--- config.mk ---
export PLATFORM = sky130hd
export DESIGN_NAME = ball_physics
export DESIGN_NICKNAME = d
export VERILOG_FILES = /design/src/rtl/vga_pkg.sv /design/src/rtl/ball_pkg.sv /design/src/rtl/serve_timer.sv /design/src/rtl/ball_physics.sv
export SDC_FILE = /design/constraint.sdc
export NUM_CORES = 1
export LEC_CHECK = 0
export BUFFER_PORTS_ARGS = -buffer_cell sky130_fd_sc_hd__buf_2
export CELL_PAD_IN_SITES_DETAIL_PLACEMENT = 0
export CELL_PAD_IN_SITES_GLOBAL_PLACEMENT = 2
export CORE_MARGIN = 2
export CORE_UTILIZATION = 37
export DETAILED_ROUTE_END_ITERATION = 8
export GPL_ROUTABILITY_DRIVEN = 0
export PLACE_DENSITY_LB_ADDON = 0.1
export SLEW_MARGIN = 20
export SYNTH_ARGS = -nofsm -noshare
export SYNTH_HDL_FRONTEND = slang
export SYNTH_SLANG_ARGS = --single-unit
--- constraint.sdc ---
create_clock -name clk -period 4.3 [get_ports clk]
set_input_delay 0.86 -clock clk [delete_from_list [all_inputs] [get_ports clk]]
set_output_delay 0.86 -clock clk [all_outputs]
set_load 0.02 [all_outputs]
--- src/rtl/vga_pkg.sv ---
// Shared video timing constants: visible screen size in pixels.
package vga_pkg;

    localparam int HOR_PIXELS = 1024;
    localparam int VER_PIXELS = 768;

endpackage : vga_pkg

--- src/rtl/ball_pkg.sv ---
// Ball physics types and helpers: game state encoding, screen size, centring.
package ball_pkg;

    // Screen dimensions come from the video timing package
    localparam int SCREEN_W = vga_pkg::HOR_PIXELS;
    localparam int SCREEN_H = vga_pkg::VER_PIXELS;

    // Game state of the ball
    typedef enum logic [1:0] {
        IDLE  = 2'd0,
        SERVE = 2'd1,
        PLAY  = 2'd2,
        MISS  = 2'd3
    } ball_state_t;

    // Top-left coordinate that centres an object of size obj in an axis of pix pixels
    function automatic int centre(input int pix, input int obj);
        return (pix - obj) / 2;
    endfunction

endpackage : ball_pkg

--- src/rtl/serve_timer.sv ---
// Tick-gated serve counter: clears synchronously, flags the final serve tick.
module serve_timer #(
    parameter int SERVE_TICKS = 60
) (
    input  logic clk,
    input  logic rst,
    input  logic clr,
    input  logic tick,
    output logic done
);

    localparam int CNT_W = (SERVE_TICKS > 1) ? $clog2(SERVE_TICKS) : 1;
    localparam logic [CNT_W-1:0] LAST = CNT_W'(SERVE_TICKS - 1);

    logic [CNT_W-1:0] cnt_q;
    logic [CNT_W-1:0] cnt_d;

    // Next count: clear wins, otherwise count ticks and hold at the last value
    always_comb begin
        cnt_d = cnt_q;
        if (clr) begin
            cnt_d = '0;
        end else if (tick && (cnt_q != LAST)) begin
            cnt_d = cnt_q + CNT_W'(1);
        end
    end

    // Counter register
    always_ff @(posedge clk or posedge rst) begin
        if (rst) begin
            cnt_q <= '0;
        end else begin
            cnt_q <= cnt_d;
        end
    end

    assign done = (cnt_q == LAST);

endmodule : serve_timer

--- src/rtl/ball_physics.sv ---
// Pong ball: serve/miss state machine, wall and paddle bounces, rally speed-up.
module ball_physics
    import ball_pkg::*;
#(
    parameter int H_PIX         = SCREEN_W,
    parameter int V_PIX         = SCREEN_H,
    parameter int BALL_SIZE     = 15,
    parameter int PAD_H         = 72,
    parameter int PAD_W         = 15,
    parameter int X_PAD_L       = 30,
    parameter int X_PAD_R       = 979,
    parameter int V_INIT        = 2,
    parameter int V_MAX         = 8,
    parameter int HITS_PER_STEP = 4,
    parameter int SERVE_TICKS   = 60
) (
    input  logic        clk,
    input  logic        rst,
    input  logic        timing_tick,
    input  logic        game_en,
    input  logic [9:0]  y_pad_left,
    input  logic [9:0]  y_pad_right,
    output logic [10:0] x_ball,
    output logic [10:0] y_ball,
    output logic        miss_left,
    output logic        miss_right,
    output logic        hit,
    output logic [3:0]  speed,
    output logic        serving
);

    // Geometry in 12 bits so sums of coordinate, size and speed never wrap
    localparam logic [10:0] XC      = 11'(centre(H_PIX, BALL_SIZE));
    localparam logic [10:0] YC      = 11'(centre(V_PIX, BALL_SIZE));
    localparam logic [11:0] H12     = 12'(H_PIX);
    localparam logic [11:0] BALL12  = 12'(BALL_SIZE);
    localparam logic [11:0] PADH12  = 12'(PAD_H);
    localparam logic [11:0] YMAX12  = 12'(V_PIX - BALL_SIZE);
    localparam logic [11:0] PL_X12  = 12'(X_PAD_L);
    localparam logic [11:0] PL_E12  = 12'(X_PAD_L + PAD_W);
    localparam logic [11:0] PR_X12  = 12'(X_PAD_R);
    localparam logic [11:0] PR_E12  = 12'(X_PAD_R + PAD_W);
    localparam logic [10:0] YMAX    = 11'(V_PIX - BALL_SIZE);
    localparam logic [10:0] PL_STOP = 11'(X_PAD_L + PAD_W);
    localparam logic [10:0] PR_STOP = 11'(X_PAD_R - BALL_SIZE);
    localparam logic [3:0]  VINIT4  = 4'(V_INIT);
    localparam logic [3:0]  VMAX4   = 4'(V_MAX);
    localparam int          HC_W    = (HITS_PER_STEP > 1) ? $clog2(HITS_PER_STEP) : 1;
    localparam logic [HC_W-1:0] HC_LAST = HC_W'(HITS_PER_STEP - 1);

    ball_state_t     state_q, state_d;
    logic [10:0]     x_q, x_d;
    logic [10:0]     y_q, y_d;
    logic [3:0]      speed_q, speed_d;
    logic [HC_W-1:0] hit_cnt_q, hit_cnt_d;
    logic            dir_right_q, dir_right_d;
    logic            dir_down_q, dir_down_d;
    logic            miss_left_q, miss_left_d;
    logic            miss_right_q, miss_right_d;
    logic            hit_q, hit_d;
    logic            serving_q, serving_d;

    logic [11:0]     x12, y12, v12, pl12, pr12;
    logic [10:0]     v11;
    logic            ovl_left, ovl_right;
    logic            serve_clr, serve_done;

    assign x12  = {1'b0, x_q};
    assign y12  = {1'b0, y_q};
    assign v12  = {8'b0, speed_q};
    assign v11  = {7'b0, speed_q};
    assign pl12 = {2'b0, y_pad_left};
    assign pr12 = {2'b0, y_pad_right};

    // Vertical overlap of the ball with each paddle
    always_comb begin
        ovl_left  = ((y12 + BALL12) > pl12) && (y12 < (pl12 + PADH12));
        ovl_right = ((y12 + BALL12) > pr12) && (y12 < (pr12 + PADH12));
    end

    // Serve counter runs only while serving; any other state holds it at zero
    assign serve_clr = (state_q != SERVE);

    serve_timer #(
        .SERVE_TICKS(SERVE_TICKS)
    ) u_serve_timer (
        .clk  (clk),
        .rst  (rst),
        .clr  (serve_clr),
        .tick (timing_tick),
        .done (serve_done)
    );

    // Next-state, motion, speed and pulse logic
    always_comb begin
        state_d      = state_q;
        x_d          = x_q;
        y_d          = y_q;
        speed_d      = speed_q;
        hit_cnt_d    = hit_cnt_q;
        dir_right_d  = dir_right_q;
        dir_down_d   = dir_down_q;
        miss_left_d  = 1'b0;
        miss_right_d = 1'b0;
        hit_d        = 1'b0;

        if (!game_en) begin
            state_d = IDLE;
            x_d     = XC;
            y_d     = YC;
        end else if (timing_tick) begin
            unique case (state_q)
                IDLE: begin
                    state_d = SERVE;
                    x_d     = XC;
                    y_d     = YC;
                end

                SERVE: begin
                    x_d = XC;
                    y_d = YC;
                    if (serve_done) begin
                        state_d = PLAY;
                    end
                end

                // dir_right already points at the side that missed, so the
                // serve heads toward the loser without extra state
                MISS: begin
                    state_d    = SERVE;
                    x_d        = XC;
                    y_d        = YC;
                    speed_d    = VINIT4;
                    hit_cnt_d  = '0;
                    dir_down_d = ~dir_down_q;
                end

                PLAY: begin
                    // Top and bottom walls
                    if (dir_down_q) begin
                        if ((y12 + v12) >= YMAX12) begin
                            y_d        = YMAX;
                            dir_down_d = 1'b0;
                        end else begin
                            y_d = y_q + v11;
                        end
                    end else begin
                        if (y12 <= v12) begin
                            y_d        = '0;
                            dir_down_d = 1'b1;
                        end else begin
                            y_d = y_q - v11;
                        end
                    end

                    // Paddles and misses
                    if (!dir_right_q) begin
                        if ((x12 <= (PL_E12 + v12)) && (x12 > PL_X12) && ovl_left) begin
                            x_d         = PL_STOP;
                            dir_right_d = 1'b1;
                            hit_d       = 1'b1;
                        end else if (x12 <= v12) begin
                            miss_left_d = 1'b1;
                            state_d     = MISS;
                        end else begin
                            x_d = x_q - v11;
                        end
                    end else begin
                        if (((x12 + BALL12 + v12) >= PR_X12) &&
                            ((x12 + BALL12) < PR_E12) && ovl_right) begin
                            x_d         = PR_STOP;
                            dir_right_d = 1'b0;
                            hit_d       = 1'b1;
                        end else if ((x12 + BALL12 + v12) >= H12) begin
                            miss_right_d = 1'b1;
                            state_d      = MISS;
                        end else begin
                            x_d = x_q + v11;
                        end
                    end

                    // Rally speed-up
                    if (hit_d) begin
                        if (hit_cnt_q == HC_LAST) begin
                            hit_cnt_d = '0;
                            if (speed_q < VMAX4) begin
                                speed_d = speed_q + 4'd1;
                            end
                        end else begin
                            hit_cnt_d = hit_cnt_q + HC_W'(1);
                        end
                    end
                end

                default: begin
                    state_d = IDLE;
                end
            endcase
        end

        serving_d = (state_d == IDLE) || (state_d == SERVE);
    end

    // State and output registers
    always_ff @(posedge clk or posedge rst) begin
        if (rst) begin
            state_q      <= IDLE;
            x_q          <= XC;
            y_q          <= YC;
            speed_q      <= VINIT4;
            hit_cnt_q    <= '0;
            dir_right_q  <= 1'b0;
            dir_down_q   <= 1'b0;
            miss_left_q  <= 1'b0;
            miss_right_q <= 1'b0;
            hit_q        <= 1'b0;
            serving_q    <= 1'b1;
        end else begin
            state_q      <= state_d;
            x_q          <= x_d;
            y_q          <= y_d;
            speed_q      <= speed_d;
            hit_cnt_q    <= hit_cnt_d;
            dir_right_q  <= dir_right_d;
            dir_down_q   <= dir_down_d;
            miss_left_q  <= miss_left_d;
            miss_right_q <= miss_right_d;
            hit_q        <= hit_d;
            serving_q    <= serving_d;
        end
    end

    assign x_ball     = x_q;
    assign y_ball     = y_q;
    assign speed      = speed_q;
    assign miss_left  = miss_left_q;
    assign miss_right = miss_right_q;
    assign hit        = hit_q;
    assign serving    = serving_q;

endmodule : ball_physics

==> flow_metrics.tcl <==
set metrics [dict create \
    status "finished, final reports clean" \
    antenna_found_initial 0 \
    drv_slew 0 \
    via_per_inst 5.834 \
    ios 54 \
    start_util_pct 37.65 \
    cap_violations 0 \
    cts_buffers 5 \
    num_vias 5449 \
    drt-pass1-iter-count 5 \
    synth_edf_count 0 \
    crit_start "x_ball[1]$_DFFE_PP0P_" \
    syn_nets 801 \
    yosys.area_share.xor_xnor_pct 5.991 \
    whs_ns 0.5338 \
    rows 45 \
    overflow 0 \
    grt_use_total_pct 22.35 \
    synth_fa_ha_area_share_pct 19.05 \
    placement.io_buffers 53 \
    syn_avg_cell_area_sq_um 8.216 \
    clock-root-buffer "clkbuf_16" \
    period_needed_ns 3.876 \
    ff2ff_path_depth 13 \
    synth-seq-area-share_pct 18.72 \
    endpoint "hit_cnt_q[0]$_DFFE_PP0P_" \
    rsz0062_at_grt "false" \
    hpwl_microns 13780 \
    layout.cells.non_filler 934 \
    min_path_cells 2 \
    wirelength_microns 17990 \
    die_w_microns 128.1 \
    r2r-start "x_ball[1]$_DFFE_PP0P_" \
    synth_compound_area_share_pct 26.46 \
    syn_inst 694 \
    yosys.area_share.simple_pct 20.63 \
    nNetsFinal 852 \
    hp-start "hit_cnt_q[1]$_DFFE_PP0P_" \
    clock_skew_ns 0.006960 \
    clock_sinks 42 \
    setup-violations-final 0 \
    yosysMostFrequentCell "ha_1" \
    tns_ns 0 \
    fillers 1601 \
    synth_common_cells "ha_1 (78), inv_1 (55), a21oi_1 (54), nand2_1 (51), o21ai_0 (45)" \
    required_ns 4.48 \
    insertion_delay_ns 0.30 \
    synth_ff_type "dfrtp_1" \
    cts_tree "yes" \
    ys_top_cells_by_area "ha_1 (17%), dfrtp_1 (13%), dfstp_2 (6.0%), a21oi_1 (4.7%), xnor2_1 (4.1%)" \
    slew_headroom_pct 35.49 \
    synth_area_sq_mm 0.005702 \
    grt_pass1_vias 5387 \
    async_reset_ff_share_pct 100.0 \
    ctsHoldBuffers 0 \
    hold_viol_final 0 \
    grt_max_degree 43 \
    crit_path_start_kind "register" \
    power.density_mw_per_mm2 291.4 \
    synth.largest_area_cell "ha_1" \
    syn_to_final_growth_pct 9.656 \
    htree_levels 2 \
    crit_arrival_ns 4.06 \
    ir_drop_mv 0.2128 \
    synthesis.yosys.warnings 0 \
    total_power_mw 1.822 \
    worstMarginPinSlew_ns 0.9663 \
    path_class "register to register" \
    yosys_register_bits 42 \
    clk_pin_slew_ns 0.07 \
    die_h_microns 128.1 \
    muxShareOfSynthArea_pct 0.9217 \
    ant_nets 0 \
    drtIter0Drc 548 \
    grt_pass1_wl_microns 28970 \
    hold_class "register to register" \
    fin_crit_sh_pct 90.14 \
    synth_top_area_share_pct 17.12 \
    routedWlPerCell_microns 19.26 \
    die_area_sq_mm 0.01642 \
    design.core.area_sq_mm 0.01515 \
    r2r_end "hit_cnt_q[0]$_DFFE_PP0P_" \
    rrSetupSlack_ns 0.42 \
    cp_max_fo 11 \
    critPathCaptureType "register" \
    post_cts_buffers 0 \
    antenna_cells 0 \
    timing.fmax_mhz 258.0 \
    drc_errors 0 \
    yosysUniqueCellTypes 88 \
    power.leakage_nw 2.807 \
    clk_path_buf_depth 2 \
    synth_top_family_by_area "compound AO/OA/AOI/OAI gates" \
    drive_above_1_share_pct 17.02 \
    placedCellCount 926 \
    ctsResizeCount 0 \
]
[critical path, cell delays in order, from the launching register on]
cell and delay, ns:
dfrtp_1 0.54, or2_2 0.42, o21ai_0 0.16, nand2_1 0.11, ha_1 0.31, a21o_2 0.19, a31oi_1 0.33, a21oi_1 0.11
xor2_1 0.16, a21oi_1 0.30, a311oi_4 0.24, nor3_2 0.50, nor2_1 0.10, a221o_1 0.27
[layout make-up]
| type | count | area [sq um] | area share, % |
|---|---|---|---|
| clock buffers | 6 | 138.9 | 2.221 |
| clock inverters | 2 | 12.51 | 0.2001 |
| inverters | 56 | 210.2 | 3.362 |
| multi-input cells | 566 | 4165 | 66.62 |
| flip-flops and latches | 42 | 1067 | 17.07 |
| well taps | 188 | 235.2 | 3.762 |
| repair buffers | 74 | 422.9 | 6.764 |
[logic make-up after synthesis]
logic type | after synthesis
and+or+nand+nor | 221
DFF | 42
muxes | 5
buffers and inverters | 86
xor gates and xnor gates | 39
adders and majority gates | 84
AOI/OAI and AO/OA | 217
[how the worst min path moves through the flow]
stage | endpoint | slack, ns
2_1_floorplan | hit_cnt_q[1]$_DFFE_PP0P_ | 0.49
3_3_place_gp | hit_cnt_q[1]$_DFFE_PP0P_ | 0.52
3_5_place_dp | hit_cnt_q[1]$_DFFE_PP0P_ | 0.53
4_1_cts | hit_cnt_q[1]$_DFFE_PP0P_ | 0.54
5_1_grt | u_serve_timer.cnt_q[1]$_DFFE_PP0P_ | 0.59
6_report | hit_cnt_q[1]$_DFFE_PP0P_ | 0.53
[power breakdown]
part	total [mW]	leakage, nW	internal, mW	switching [mW]
sequential	0.528	0.519	0.434	0.0944
combinational	0.887	2.21	0.371	0.516
clock	0.407	0.0729	0.231	0.177
[per-layer routing]
metal	global-route usage [%]	part of all wire [%]
met1	31.81	49
met2	36.02	45
met3	2.838	4.2
met4	5.430	1.5
met5	0	0
[flip-flops by register name, summed over array words and instances, names as in the netlist]
signal and count:
dir_down_q 1, serving 1, miss_left 1, hit 1
u_serve_timer.cnt_q 6, speed 4, miss_right 1, dir_right_q 1
x_ball 11, y_ball 11, hit_cnt_q 2, state_q 2
[cell usage in the layout (no fill, tap or decap), types with 5 or more instances in the layout]
master,instances
a211oi_1,8
a21o_1,11
a21oi_1,54
a31oi_1,9
and2_1,6
buf_2,53
buf_4,21
clkbuf_16,5
dfrtp_1,29
dfstp_2,13
fa_1,5
ha_1,78
inv_1,54
nand2_1,51
nand2b_1,8
nand3_1,17
nand4_1,18
nor2_1,37
nor2b_1,11
nor3_1,30
o211a_1,5
o211ai_1,12
o21a_1,10
o21ai_0,45
o21bai_1,5
o221ai_1,6
or2_2,5
or3_1,6
xnor2_1,27
xor2_1,12
[metrics by stage]
| stage | instance area, sq um | util, % | setup WS (ns) |
|---|---|---|---|
| after floorplan | 5702 | - | 0.4717 |
| after CTS | 6252 | 41.28 | 0.4553 |
| after global routing | 6252 | 41.28 | 0.1361 |
| after global placement | 6101 | 40.28 | 0.4071 |
| after detailed placement | 6101 | 40.28 | 0.3279 |
| final | 6252 | 41.28 | 0.4240 |
Power figures use the tool's default switching activity.
